File: src/rtl/riscv_decode_pkg.sv
// Shared RV32I decode definitions: opcodes, ALU encoding, immediate formats and the
// decoded bundle handed from decode to execute.
package riscv_decode_pkg;

    localparam int XLEN = 32;

    localparam logic [6:0] OPC_LOAD   = 7'b0000011;
    localparam logic [6:0] OPC_STORE  = 7'b0100011;
    localparam logic [6:0] OPC_OPIMM  = 7'b0010011;
    localparam logic [6:0] OPC_OP     = 7'b0110011;
    localparam logic [6:0] OPC_BRANCH = 7'b1100011;
    localparam logic [6:0] OPC_JAL    = 7'b1101111;
    localparam logic [6:0] OPC_JALR   = 7'b1100111;
    localparam logic [6:0] OPC_LUI    = 7'b0110111;
    localparam logic [6:0] OPC_AUIPC  = 7'b0010111;

    typedef enum logic [3:0] {
        ALU_ADD  = 4'd0,
        ALU_SUB  = 4'd1,
        ALU_SLL  = 4'd2,
        ALU_SLT  = 4'd3,
        ALU_SLTU = 4'd4,
        ALU_XOR  = 4'd5,
        ALU_OR   = 4'd6,
        ALU_AND  = 4'd7,
        ALU_SRL  = 4'd8,
        ALU_SRA  = 4'd9
    } alu_op_e;

    typedef enum logic [2:0] {
        IMM_NONE = 3'd0,
        IMM_I    = 3'd1,
        IMM_S    = 3'd2,
        IMM_B    = 3'd3,
        IMM_U    = 3'd4,
        IMM_J    = 3'd5
    } imm_fmt_e;

    typedef struct packed {
        logic [4:0]      rs1;
        logic [4:0]      rs2;
        logic [4:0]      rd;
        logic [XLEN-1:0] imm;
        alu_op_e         alu_op;
        logic            alu_src_imm;
        logic            reg_we;
        logic            mem_re;
        logic            mem_we;
        logic [2:0]      mem_size;
        logic            branch;
        logic            jump;
        logic            illegal;
    } decoded_t;

    // Immediates are assembled at 32 bits, then sign-extended to the datapath width.
    function automatic logic [XLEN-1:0] make_imm(input imm_fmt_e fmt, input logic [31:0] insn);
        logic signed [31:0] v;
        case (fmt)
            IMM_I:   v = {{20{insn[31]}}, insn[31:20]};
            IMM_S:   v = {{20{insn[31]}}, insn[31:25], insn[11:7]};
            IMM_B:   v = {{19{insn[31]}}, insn[31], insn[7], insn[30:25], insn[11:8], 1'b0};
            IMM_U:   v = {insn[31:12], 12'h000};
            IMM_J:   v = {{11{insn[31]}}, insn[31], insn[19:12], insn[20], insn[30:21], 1'b0};
            default: v = 32'sd0;
        endcase
        return XLEN'(v);
    endfunction

endpackage

File: src/rtl/insn_decode_logic.sv
// Purely combinational RV32I decoder: one instruction word in, one decoded bundle out.
module insn_decode_logic
    import riscv_decode_pkg::*;
#(
    parameter bit ZERO_RD_WE = 1'b1
) (
    input  logic [31:0] insn,
    output decoded_t    dec
);

    logic [6:0] opcode_s;
    logic [2:0] funct3_s;
    logic [6:0] funct7_s;
    logic       legal_s;
    logic       zero_rd_s;
    imm_fmt_e   fmt_s;
    decoded_t   dec_s;

    assign opcode_s = insn[6:0];
    assign funct3_s = insn[14:12];
    assign funct7_s = insn[31:25];

    function automatic alu_op_e alu_from_f3(input logic [2:0] f3, input logic alt);
        case (f3)
            3'b000:  return alt ? ALU_SUB : ALU_ADD;
            3'b001:  return ALU_SLL;
            3'b010:  return ALU_SLT;
            3'b011:  return ALU_SLTU;
            3'b100:  return ALU_XOR;
            3'b101:  return alt ? ALU_SRA : ALU_SRL;
            3'b110:  return ALU_OR;
            default: return ALU_AND;
        endcase
    endfunction

    // Field extraction, legality check and control generation per opcode.
    always_comb begin
        dec_s        = '0;
        dec_s.alu_op = ALU_ADD;
        fmt_s        = IMM_NONE;
        legal_s      = 1'b1;
        case (opcode_s)
            OPC_LOAD: begin
                fmt_s = IMM_I; dec_s.rd = insn[11:7]; dec_s.rs1 = insn[19:15];
                dec_s.alu_src_imm = 1'b1; dec_s.reg_we = 1'b1; dec_s.mem_re = 1'b1;
                dec_s.mem_size = funct3_s;
                legal_s = (funct3_s != 3'b011) && (funct3_s != 3'b110) && (funct3_s != 3'b111);
            end
            OPC_STORE: begin
                fmt_s = IMM_S; dec_s.rs1 = insn[19:15]; dec_s.rs2 = insn[24:20];
                dec_s.alu_src_imm = 1'b1; dec_s.mem_we = 1'b1; dec_s.mem_size = funct3_s;
                legal_s = (funct3_s[2] == 1'b0) && (funct3_s[1:0] != 2'b11);
            end
            OPC_OPIMM: begin
                fmt_s = IMM_I; dec_s.rd = insn[11:7]; dec_s.rs1 = insn[19:15];
                dec_s.alu_src_imm = 1'b1; dec_s.reg_we = 1'b1;
                // Only the right shift uses funct7[5]; ADDI has no SUB form.
                dec_s.alu_op = alu_from_f3(funct3_s, (funct3_s == 3'b101) && funct7_s[5]);
                if (funct3_s == 3'b001) begin
                    legal_s = (funct7_s == 7'b0000000);
                end else if (funct3_s == 3'b101) begin
                    legal_s = (funct7_s == 7'b0000000) || (funct7_s == 7'b0100000);
                end else begin
                    legal_s = 1'b1;
                end
            end
            OPC_OP: begin
                dec_s.rd = insn[11:7]; dec_s.rs1 = insn[19:15]; dec_s.rs2 = insn[24:20];
                dec_s.reg_we = 1'b1;
                dec_s.alu_op = alu_from_f3(funct3_s, funct7_s[5]);
                legal_s = (funct7_s == 7'b0000000) ||
                          ((funct7_s == 7'b0100000) && ((funct3_s == 3'b000) || (funct3_s == 3'b101)));
            end
            OPC_BRANCH: begin
                fmt_s = IMM_B; dec_s.rs1 = insn[19:15]; dec_s.rs2 = insn[24:20];
                dec_s.branch = 1'b1; dec_s.alu_op = ALU_SUB;
                legal_s = (funct3_s[2:1] != 2'b01);
            end
            OPC_JAL: begin
                fmt_s = IMM_J; dec_s.rd = insn[11:7];
                dec_s.alu_src_imm = 1'b1; dec_s.reg_we = 1'b1; dec_s.jump = 1'b1;
            end
            OPC_JALR: begin
                fmt_s = IMM_I; dec_s.rd = insn[11:7]; dec_s.rs1 = insn[19:15];
                dec_s.alu_src_imm = 1'b1; dec_s.reg_we = 1'b1; dec_s.jump = 1'b1;
            end
            OPC_LUI, OPC_AUIPC: begin
                fmt_s = IMM_U; dec_s.rd = insn[11:7];
                dec_s.alu_src_imm = 1'b1; dec_s.reg_we = 1'b1;
            end
            default: begin
                // Unknown opcodes keep R-type register fields so the trap handler sees them.
                legal_s = 1'b0;
                dec_s.rd = insn[11:7]; dec_s.rs1 = insn[19:15]; dec_s.rs2 = insn[24:20];
            end
        endcase

        dec_s.imm = make_imm(fmt_s, insn);

        if (!legal_s) begin
            dec_s.illegal     = 1'b1;
            dec_s.reg_we      = 1'b0;
            dec_s.mem_re      = 1'b0;
            dec_s.mem_we      = 1'b0;
            dec_s.branch      = 1'b0;
            dec_s.jump        = 1'b0;
            dec_s.alu_op      = ALU_ADD;
            dec_s.alu_src_imm = 1'b0;
            dec_s.mem_size    = 3'b000;
        end else begin
            dec_s.illegal     = 1'b0;
        end

        zero_rd_s    = ZERO_RD_WE && (dec_s.rd == 5'd0);
        dec_s.reg_we = dec_s.reg_we && !zero_rd_s;
    end

    assign dec = dec_s;

endmodule

File: src/rtl/insn_decode_stage.sv
// Registered RV32I decode stage: decodes on entry and buffers bundles in a small
// circular queue between valid/ready fetch and execute interfaces.
module insn_decode_stage
    import riscv_decode_pkg::*;
#(
    parameter int XLEN       = riscv_decode_pkg::XLEN,
    parameter int DEPTH      = 2,
    parameter bit ZERO_RD_WE = 1'b1
) (
    input  logic            clk,
    input  logic            rst,
    input  logic            flush,
    input  logic            in_valid,
    output logic            in_ready,
    input  logic [31:0]     in_insn,
    input  logic [XLEN-1:0] in_pc,
    output logic            out_valid,
    input  logic            out_ready,
    output logic [XLEN-1:0] out_pc,
    output logic [4:0]      out_rs1,
    output logic [4:0]      out_rs2,
    output logic [4:0]      out_rd,
    output logic [XLEN-1:0] out_imm,
    output logic [3:0]      out_alu_op,
    output logic            out_alu_src_imm,
    output logic            out_reg_we,
    output logic            out_mem_re,
    output logic            out_mem_we,
    output logic [2:0]      out_mem_size,
    output logic            out_branch,
    output logic            out_jump,
    output logic            out_illegal
);

    localparam int PTR_W = $clog2(DEPTH);
    localparam int CNT_W = PTR_W + 1;
    localparam logic [CNT_W-1:0] DEPTH_C  = CNT_W'(DEPTH);
    localparam logic [CNT_W-1:0] CNT_ZERO = CNT_W'(0);
    localparam logic [CNT_W-1:0] CNT_ONE  = CNT_W'(1);
    localparam logic [PTR_W-1:0] PTR_ZERO = PTR_W'(0);
    localparam logic [PTR_W-1:0] PTR_ONE  = PTR_W'(1);

    typedef struct packed {
        logic [XLEN-1:0] pc;
        decoded_t        dec;
    } entry_t;

    decoded_t         dec_s;
    entry_t           queue_r [DEPTH];
    entry_t           head_s;
    logic [PTR_W-1:0] rd_ptr_r;
    logic [PTR_W-1:0] wr_ptr_r;
    logic [CNT_W-1:0] count_r;
    logic             in_ready_s;
    logic             push_s;
    logic             pop_s;
    logic             not_empty_s;

    insn_decode_logic #(.ZERO_RD_WE(ZERO_RD_WE)) u_decode (
        .insn (in_insn),
        .dec  (dec_s)
    );

    // Ready depends only on the occupancy register, never on out_ready.
    assign in_ready_s  = (count_r < DEPTH_C);
    assign not_empty_s = (count_r != CNT_ZERO);
    assign push_s      = in_valid && in_ready_s;
    assign pop_s       = not_empty_s && out_ready;

    // Queue pointers and occupancy; reset beats flush, flush beats any handshake.
    always_ff @(posedge clk) begin
        if (rst || flush) begin
            count_r  <= CNT_ZERO;
            rd_ptr_r <= PTR_ZERO;
            wr_ptr_r <= PTR_ZERO;
        end else begin
            if (push_s) begin
                wr_ptr_r <= wr_ptr_r + PTR_ONE;
            end
            if (pop_s) begin
                rd_ptr_r <= rd_ptr_r + PTR_ONE;
            end
            case ({push_s, pop_s})
                2'b10:   count_r <= count_r + CNT_ONE;
                2'b01:   count_r <= count_r - CNT_ONE;
                default: count_r <= count_r;
            endcase
        end
    end

    // Bundle storage; contents are don't-care until the count covers them.
    always_ff @(posedge clk) begin
        if (push_s && !flush && !rst) begin
            queue_r[wr_ptr_r] <= {in_pc, dec_s};
        end
    end

    // Head view is zeroed whenever the queue is empty.
    always_comb begin
        head_s = '0;
        if (not_empty_s) begin
            head_s = queue_r[rd_ptr_r];
        end else begin
            head_s = '0;
        end
    end

    assign in_ready        = in_ready_s;
    assign out_valid       = not_empty_s;
    assign out_pc          = head_s.pc;
    assign out_rs1         = head_s.dec.rs1;
    assign out_rs2         = head_s.dec.rs2;
    assign out_rd          = head_s.dec.rd;
    assign out_imm         = head_s.dec.imm;
    assign out_alu_op      = head_s.dec.alu_op;
    assign out_alu_src_imm = head_s.dec.alu_src_imm;
    assign out_reg_we      = head_s.dec.reg_we;
    assign out_mem_re      = head_s.dec.mem_re;
    assign out_mem_we      = head_s.dec.mem_we;
    assign out_mem_size    = head_s.dec.mem_size;
    assign out_branch      = head_s.dec.branch;
    assign out_jump        = head_s.dec.jump;
    assign out_illegal     = head_s.dec.illegal;

endmodule

File: config.mk
export PLATFORM = sky130hd
export DESIGN_NAME = insn_decode_stage
export DESIGN_NICKNAME = d
export VERILOG_FILES = /design/src/rtl/riscv_decode_pkg.sv /design/src/rtl/insn_decode_logic.sv /design/src/rtl/insn_decode_stage.sv
export SDC_FILE = /design/constraint.sdc
export NUM_CORES = 1
export LEC_CHECK = 0
export BUFFER_PORTS_ARGS = -buffer_cell sky130_fd_sc_hd__buf_4
export CORE_UTILIZATION = 25
export DETAILED_ROUTE_END_ITERATION = 8
export GPL_TIMING_DRIVEN = 0
export PLACE_DENSITY = 0.53
export SYNTH_ARGS = -nofsm -noshare
export SYNTH_HDL_FRONTEND = slang
export SYNTH_SLANG_ARGS = --single-unit
File: constraint.sdc
create_clock -name clk -period 16.39 [get_ports clk]
set_input_delay 2.4585 -clock clk [delete_from_list [all_inputs] [get_ports clk]]
set_output_delay 2.4585 -clock clk [all_outputs]
set_load 0.03 [all_outputs]
Yosys cells after proc, flatten, opt, wreduce, memory -nomap -nowiden
Memories as Yosys holds them, arrays and structs flattened. A register that Yosys moved wholly into a read port is not among the register bits.
Cells that the tools add are included.
{"block": "totals", "memories": 1, "output_inout_bits": 95, "input_bits": 69, "regBits": 4, "ramBits": 186, "wordCells": 100}
{"block": "classes", "order_cmp": 1, "n_reduce_logical": 32, "bitwise_logic": 1, "n_mux": 30, "eq_ne": 28, "add_sub_neg": 4}
{"memory": "queue_r", "depth": 2, "width": 93, "rd": 1, "rd_clocked_by_memory_dff": 1, "write_ports": 1, "line_no": "insn_decode_stage.sv:49", "rtl": "entry_t queue_r [DEPTH];"}
{"operator": "32-bit case mux with 5 select lines", "count": 1}
{"operator": "93-bit two-way mux", "count": 1}
{"operator": "4-bit case mux with 7 select lines", "count": 2}
{"operator": "7-bit by 6-bit equality test with 1-bit output, second input constant", "count": 4}
{"operator": "7-bit equality test, second input constant", "count": 3}
{"operator": "1-bit two-way mux", "count": 17}
{"operator": "3-bit equality test, second input constant", "count": 5}
{"operator": "5-bit two-way mux", "count": 3}
{"operator": "3-bit case mux with 5 select lines", "count": 1}
{"operator": "7-bit by 5-bit equality test with 1-bit output, second input constant", "count": 2}
{"operator": "7-bit OR reduction", "count": 2}
{"operator": "13-bit two-way mux", "count": 1}
{"operator": "3-bit by 2-bit equality test with 1-bit output, second input constant", "count": 4}
{"operator": "4-bit case mux with 3 select lines", "count": 1}
{"operator": "1-bit logical AND", "count": 10}
{"operator": "2-bit OR reduction", "count": 4}
{"operator": "7-bit by 2-bit equality test with 1-bit output, second input constant", "count": 1}
{"operator": "7-bit zero test", "count": 1}
{"operator": "3-bit by 1-bit equality test with 1-bit output, second input constant", "count": 2}
{"operator": "3-bit inequality test, second input constant", "count": 2}
{"operator": "1-bit case mux with 6 select lines", "count": 1}
{"operator": "3-bit OR reduction", "count": 2}
{"operator": "6-bit OR reduction", "count": 1}
{"operator": "5-bit zero test", "count": 1}
{"operator": "17 further kinds", "count": 24}

Logic depth before layout (Yosys ltp)
Gate-level depths: netlist (run 1).
{"block": "depth", "word_depth": 7, "ltp_mapped": 8, "ltp_nobuf": 8}

Hierarchy
From an unflattened synthesis (run 1), not the netlist that was laid out.
{"block": "unflattened", "cells_unflattened": 551, "area_unflattened_um2": 8182.8}
{"module": "insn_decode_stage", "cells_per_inst": 420, "area_per_inst_um2": 7244.4, "n_inst": 1, "seq_area_each_um2": 5685.5}
{"module": "insn_decode_logic", "cells_per_inst": 131, "area_per_inst_um2": 938.4, "n_inst": 1, "seq_area_each_um2": 0.0}

Worst setup path before layout (run 1)
Ideal clock, no wire load.
{"block": "synth_timing", "path_kind": "input-to-reg", "startpoint": "input in_valid", "endpoint": "memory queue_r[1][0] in the netlist's numbering, enable pin", "arrival_time_ns": 12.227, "t_required_ns": 15.586, "path_stages": 3, "setup_time_ns": 0.804, "n_path_buf": 0, "path_slack_ns": 3.359, "path_cell_list": "nor2b_1 -> inv_1 -> nor4b_1"}
{"block": "synth_between", "elab_chain_len": 5}
{"item": "from (decl)", "line_no": "insn_decode_stage.sv:13", "rtl": "input logic in_valid,"}
{"item": "1-bit logical AND", "line_no": "insn_decode_stage.sv:67", "rtl": "assign push_s = in_valid && in_ready_s;"}
{"item": "1-bit logical AND (2 in series)", "line_no": "insn_decode_stage.sv:93", "rtl": "if (push_s && !flush && !rst) begin"}
{"item": "1-bit two-way mux", "line_no": "insn_decode_stage.sv:93"}
{"item": "1-bit two-way mux (not written as such)", "line_no": "insn_decode_stage.sv:94", "rtl": "queue_r[wr_ptr_r] <= {in_pc, dec_s};"}
{"item": "to (decl)", "line_no": "insn_decode_stage.sv:49"}
Every way passes these cells.

Final worst setup path (run 1)
{"block": "layout_timing", "startpoint": "register count_r[1]", "endpoint": "output out_imm[20]"}
{"block": "layout_between", "elab_chain_len": 2}
{"item": "from (decl)", "line_no": "insn_decode_stage.sv:53", "rtl": "logic [CNT_W-1:0] count_r;"}
{"item": "from (signal assigned)", "line_no": "insn_decode_stage.sv:84", "rtl": "2'b10: count_r <= count_r + CNT_ONE;"}
{"item": "from (signal assigned)", "line_no": "insn_decode_stage.sv:85", "rtl": "2'b01: count_r <= count_r - CNT_ONE;"}
{"item": "from (signal assigned)", "line_no": "insn_decode_stage.sv:86", "rtl": "default: count_r <= count_r;"}
{"item": "2-bit nonzero test", "line_no": "insn_decode_stage.sv:66", "rtl": "assign not_empty_s = (count_r != CNT_ZERO);"}
{"item": "93-bit two-way mux", "line_no": "insn_decode_stage.sv:101", "rtl": "if (not_empty_s) begin"}
{"item": "to (decl)", "line_no": "insn_decode_stage.sv:23", "rtl": "output logic [XLEN-1:0] out_imm,"}
Every way passes these cells.

==> metrics.md, run 1 <==
| Metric | Value |
|---|---|
| Worst Setup Start Kind | `flip-flop` |
| # clock sinks | `191` |
| CTS clk-pin slew, worst paths | `0.07 ns` |
| Initial DRT Pass Iterations | `4` |
| Status | `completed` |
| Period utilisation layout | `0.303` |
| Fmax | `201 MHz` |
| Peak VDD IR | `0.0000689 V` |
| Power Dens Cells | `101 mW/mm²` |
| Wire length of the first global-routing pass | `30700 µm` |
| Worst hold slack | `0.554 ns` |
| Slew margin rel. | `0.358` |
| Syn Inst Count | `574` |
| Worst-margin pin slew | `0.956 ns` |
| # resized after CTS | `0` |
| Initial antenna violation count | `1` |
| Total GRT Usage | `0.124` |
| Count of flip-flops with a built-in enable after synthesis | `186` |
| Initial Util | `0.253` |
| # rows | `66` |
| # DRC | `0` |
| PortBufs | `160` |
| Die W | `184 µm` |
| Setup TNS | `0 ns` |
| Area after DPL | `0.0102 mm²` |
| Setup-failing EPs final | `0` |
| Crit path DAT | `2.51 ns` |
| Final WL | `20700 µm` |
| Leakage | `4.06 nW` |
| Syn Std Cell Area | `0.00825 mm²` |
| Tmin final | `4.97 ns` |
| CP Data Required Time | `13.93 ns` |
| Post-route design area | `0.0108 mm²` |
| CTS tree | `yes` |
| Initial DRC Count | `306` |
| Hold Path Class | `flip-flop to flip-flop` |
| Synth Net Count | `644` |
| # Post-CTS Setup Buffers | `0` |
| Fraction of registers with async set/reset | `0` |
| Critical path fanouts, max | `10` |
| Core area | `0.0325 mm²` |
| Commonest cells in the netlist | `edfxtp_1 (186), nor2_1 (98), mux2i_1 (94), and2_1 (24), a21o_1 (20)` |
| CTS max path bufs | `2` |
| GP Congestion | `0.729` |
| Top FF cell, synth | `edfxtp_1` |
| Top Ports | `164` |
| Crit. End Element | `output pin` |
| Top cell type's share of synthesized area | `0.677` |
| R2R setup slack | `13.57 ns` |
| Count leader, synth | `edfxtp_1` |
| Htree depth | `4` |
| DR WL/cell | `16.7 µm` |
| Flops & latches, synth | `191` |
| Sequential area share after synthesis | `0.689` |
| Share of cells above drive strength 1 | `0.325` |
| RSZ-0062 raised after global routing | `no` |
| Yosys top cell by area | `edfxtp_1` |
| Root Driver | `clkbuf_16` |
| Die area | `0.0337 mm²` |
| Post-synth cell types | `61` |
| Largest net degree at the start of global routing | `18` |
| Die H | `184 µm` |
| Maxcap violations | `0` |
| Area grow syn2layout | `31.2%` |
| Synth top area cells | `edfxtp_1 (68%), mux2i_1 (11%), nor2_1 (4.5%)` |
| Post-CTS Hold Buffers | `0` |
| Post-place setup slack | `11.32 ns` |
| WS Path Type | `flip-flop to output pin` |
| Warnings from Yosys | `0` |
| Routed vias | `5179` |
| # fillers | `3305` |
| Vias in the first global route | `5132` |
| Pins Over Slew Limit | `0` |
| Worst Slack Setup Final | `11.42 ns` |
| CTS Buf Count | `17` |
| Vias/cell | `4.19` |
| Nets | `850` |
| Mean post-synth cell area | `14.4 µm²` |
| Setup Skew | `0.00764 ns` |
| Antenna viol nets, final | `0` |
| Fin. Hold Viols | `0` |
| Total congestion overflow | `0` |
| Worst-Skew Late Latency | `0.42 ns` |
| Post-DP HPWL | `15500 µm` |
report_power, final:
| group | switching (W) | internal (W) | leakage, nW |
|---|---|---|---|
| clock network | 0.000185 | 0.000229 | 0.278 |
| logic | 0.0000817 | 0.0000491 | 1.99 |
| registers | 0.00000227 | 0.000544 | 1.79 |
| total | 0.000269 | 0.000822 | 4.06 |
logic make-up (layout without fill, tap and decap cells):
logic type | Yosys count | after routing | synth area share
flops | 191 | 191 | 0.689
buf+inv | 41 | 260 | 0.0247
compound gates | 62 | 62 | 0.0551
mux | 95 | 95 | 0.115
xor+xnor | 6 | 6 | 0.00637
other cells | 0 | 1 | 0
fa+ha+maj | 1 | 1 | 0.00152
simple gates | 178 | 178 | 0.108
worst max-delay path: stages (launching register included):
cell	delay [ns]
dfxtp_1	0.34
nor2_1	0.25
clkbuf_1	0.59
clkbuf_1	0.48
nor2_1	0.20
buf_4	0.21
through the flow:
step	instances	util	power, W
6_report	1236	0.333	0.00109
5_1_grt	1235	0.333	0.00114
4_1_cts	1235	0.333	0.00111
3_5_place_dp	1203	0.314	0.000691
3_3_place_gp	1176	0.307	0.000692
2_1_floorplan	574	-	0.000632
cell type report:
cell class,instances,area (µm²),share of cell area
antenna,1,2.50,0.000231
buffer,33,174,0.0161
clock buffer,19,433,0.0400
clock inverter,13,154,0.0142
inverter,8,30.0,0.00277
multi-input combinational,342,2370,0.219
sequential,191,5690,0.525
tap,442,553,0.0511
timing repair buffer,187,1420,0.131
per-layer routing:
layer | vias to the layer above | global-route usage | wire [µm]
met5 | - | 0 | 0
met4 | 0 | 0.0230 | 129
met3 | 7 | 0.0301 | 1080
met2 | 134 | 0.212 | 10200
met1 | 2515 | 0.160 | 9220
li1 | 2523 | - | -
worst paths after layout:
kind	startpoint	end	cells past startpoint
min reg2reg	rd_ptr_r	rd_ptr_r	2
max	count_r[1]	out_imm[20]	5
min	rd_ptr_r	rd_ptr_r	2
max reg2reg	count_r[1]	queue_r[0][53]	9
registers in the layout, summed over array words and instances (netlist names), named ones only:
register	flops
queue_r	186
count_r	2
rd_ptr_r	1
wr_ptr_r	1
placed cells by master, fill, tap and decap left out, types with 4 or more instances in the layout:
cell type / n
nand2_1: 16
mux2i_1: 94
clkbuf_1: 13
edfxtp_1: 186
dfxtp_1: 5
a21oi_1: 13
clkbuf_16: 17
o21ai_0: 6
nor2_1: 98
buf_6: 7
nor3_1: 8
inv_1: 8
a21o_1: 20
xnor2_1: 5
buf_4: 185
buf_2: 16
and2_1: 24
nor2b_1: 4
o21ai_1: 4
(Power assumes the default switching activity.)
==> run 2, diff against run 1 <==
==> constraint.sdc (replaced) <==
create_clock -name clk -period 4.8 [get_ports clk]
set_input_delay 0.72 -clock clk [delete_from_list [all_inputs] [get_ports clk]]
set_output_delay 0.72 -clock clk [all_outputs]
set_load 0.03 [all_outputs]
==> run 2 against run 1 <==
Effect of this change:
- register-to-register slack worse by 11 ns
- first-iteration DRC count down 4.2%
- final cell count down 1.1%
- global-route usage about the same
- critical endpoint is now out_rs1[1]
- largest power group unchanged
- power rose to 3.4 times the previous value
- routed wire length down 0.13%
- highest routed layer unchanged
==> metrics.md, run 2 (synthesized netlist as in run 1, its figures left out) <==
| Metric | Value |
|---|---|
| Die H | `184 µm` |
| Vias/cell | `4.18` |
| Routed vias | `5108` |
| Period utilisation layout | `0.671` |
| RSZ-0062 raised after global routing | `no` |
| Area grow syn2layout | `30.9%` |
| Worst hold slack | `0.471 ns` |
| CTS Buf Count | `17` |
| Initial DRT Pass Iterations | `6` |
| Largest regs | `queue_r (186), count_r (2)` |
| CTS max path bufs | `2` |
| Worst-Skew Late Latency | `0.44 ns` |
| Worst-margin pin slew | `0.909 ns` |
| Worst Slack Setup Final | `1.58 ns` |
| Setup-failing EPs final | `0` |
| Peak VDD IR | `0.000247 V` |
| Setup Skew | `0.0130 ns` |
| DR WL/cell | `16.9 µm` |
| WS Path Type | `flip-flop to output pin` |
| Vias in the first global route | `5230` |
| Pins Over Slew Limit | `0` |
| Initial Util | `0.253` |
| Fmax | `310 MHz` |
| CTS tree | `yes` |
| # DRC | `0` |
| Initial DRC Count | `293` |
| Htree depth | `4` |
| Core area | `0.0325 mm²` |
| DP Cell Count | `1192` |
| Fin. Hold Viols | `0` |
| Largest net degree at the start of global routing | `19` |
| Power Dens Cells | `338 mW/mm²` |
| Nets | `839` |
| Post-place setup slack | `1.87 ns` |
| Setup TNS | `0 ns` |
| CP Data Required Time | `4.08 ns` |
| CTS clk-pin slew, worst paths | `0.07 ns` |
| Layout Utilization | `0.332` |
| Worst Setup Start Kind | `flip-flop` |
| Final std cells w/o fill | `1223` |
| Status | `completed` |
| Slew margin rel. | `0.391` |
| # rows | `66` |
| Total GRT Usage | `0.124` |
| Initial antenna violation count | `0` |
| Final WL | `20600 µm` |
| Antenna viol nets, final | `0` |
| # Post-CTS Setup Buffers | `0` |
| GP Congestion | `0.756` |
| PortBufs | `160` |
| Hold Path Class | `input port to flip-flop` |
| Post-CTS Hold Buffers | `0` |
| Wire length of the first global-routing pass | `30800 µm` |
| Crit path DAT | `2.50 ns` |
| Post-DP HPWL | `15200 µm` |
| Commonest cells after routing, fill and taps aside | `edfxtp_1 (186), buf_4 (162), nor2_1 (98), mux2i_1 (94), and2_1 (24)` |
| Largest register by flop count | `queue_r` |
| Antenna diode count | `0` |
| Crit. End Element | `output pin` |
| # resized after CTS | `0` |
| Share of cells above drive strength 1 | `0.318` |
| Root Driver | `clkbuf_16` |
| Leakage | `4.01 nW` |
| Critical path fanouts, max | `10` |
| Total congestion overflow | `0` |
| Tmin final | `3.22 ns` |
| Max reg flops | `186` |
| Die area | `0.0337 mm²` |
| Commonest non-fill, non-tap cell in the layout | `edfxtp_1` |
| # clock sinks | `191` |
| # fillers | `3327` |
| Maxcap violations | `0` |
| Die W | `184 µm` |
| Top Ports | `164` |
[run 2: cell types whose count changed in the layout (fill, tap and decap cells not counted), sizes merged]
| cell | change |
|---|---|
| buf | -11 |
| bufinv | -2 |
| clkbuf | -2 |
| clkinv | +2 |
| inv | +2 |
| clkinvlp | -1 |
| diode | -1 |
[run 2: where the power goes]
group	switching, W	internal [W]
combinational	0.000280	0.000169
clock	0.000660	0.000680
sequential	0.00000814	0.00186
[run 2: final cells by class]
type | count | area (µm²) | area share
timing repair buffer | 176 | 1420 | 0.131
sequential | 191 | 5690 | 0.526
buffer | 33 | 174 | 0.0161
clock buffer | 17 | 425 | 0.0394
multi-input combinational | 342 | 2390 | 0.221
inverter | 8 | 30.0 | 0.00278
tap | 442 | 553 | 0.0512
clock inverter | 14 | 124 | 0.0115
[run 2: final timing paths]
path / from / end / slack, ns / cells past startpoint
max: count_r[1] / out_rs1[1] / 1.58 / 5
min: in_pc[31] / queue_r[0][92] / 0.47 / 1
max reg2reg: count_r[1] / queue_r[1][64] / 2.39 / 6
min reg2reg: rd_ptr_r / rd_ptr_r / 0.56 / 2
[run 2: stage by stage]
stage / power (W) / cell area (µm²)
final: 0.00365 / 10800
after global routing: 0.00381 / 10800
after CTS: 0.00372 / 10800
after detailed placement: 0.00236 / 10200
after global placement: 0.00235 / 10000
after floorplan: 0.00215 / 8280
[run 2: critical path: stages (launching register included)]
cell      delay, ns
dfxtp_1        0.35
nor2_1         0.26
clkbuf_1       0.63
clkbuf_1       0.48
nor2_1         0.16
buf_4          0.20
[run 2: per-layer routing]
metal	wire length [µm]	track usage
met1	9550	0.165
met3	1070	0.0311
met4	167	0.0320
met2	9850	0.202
met5	0	0
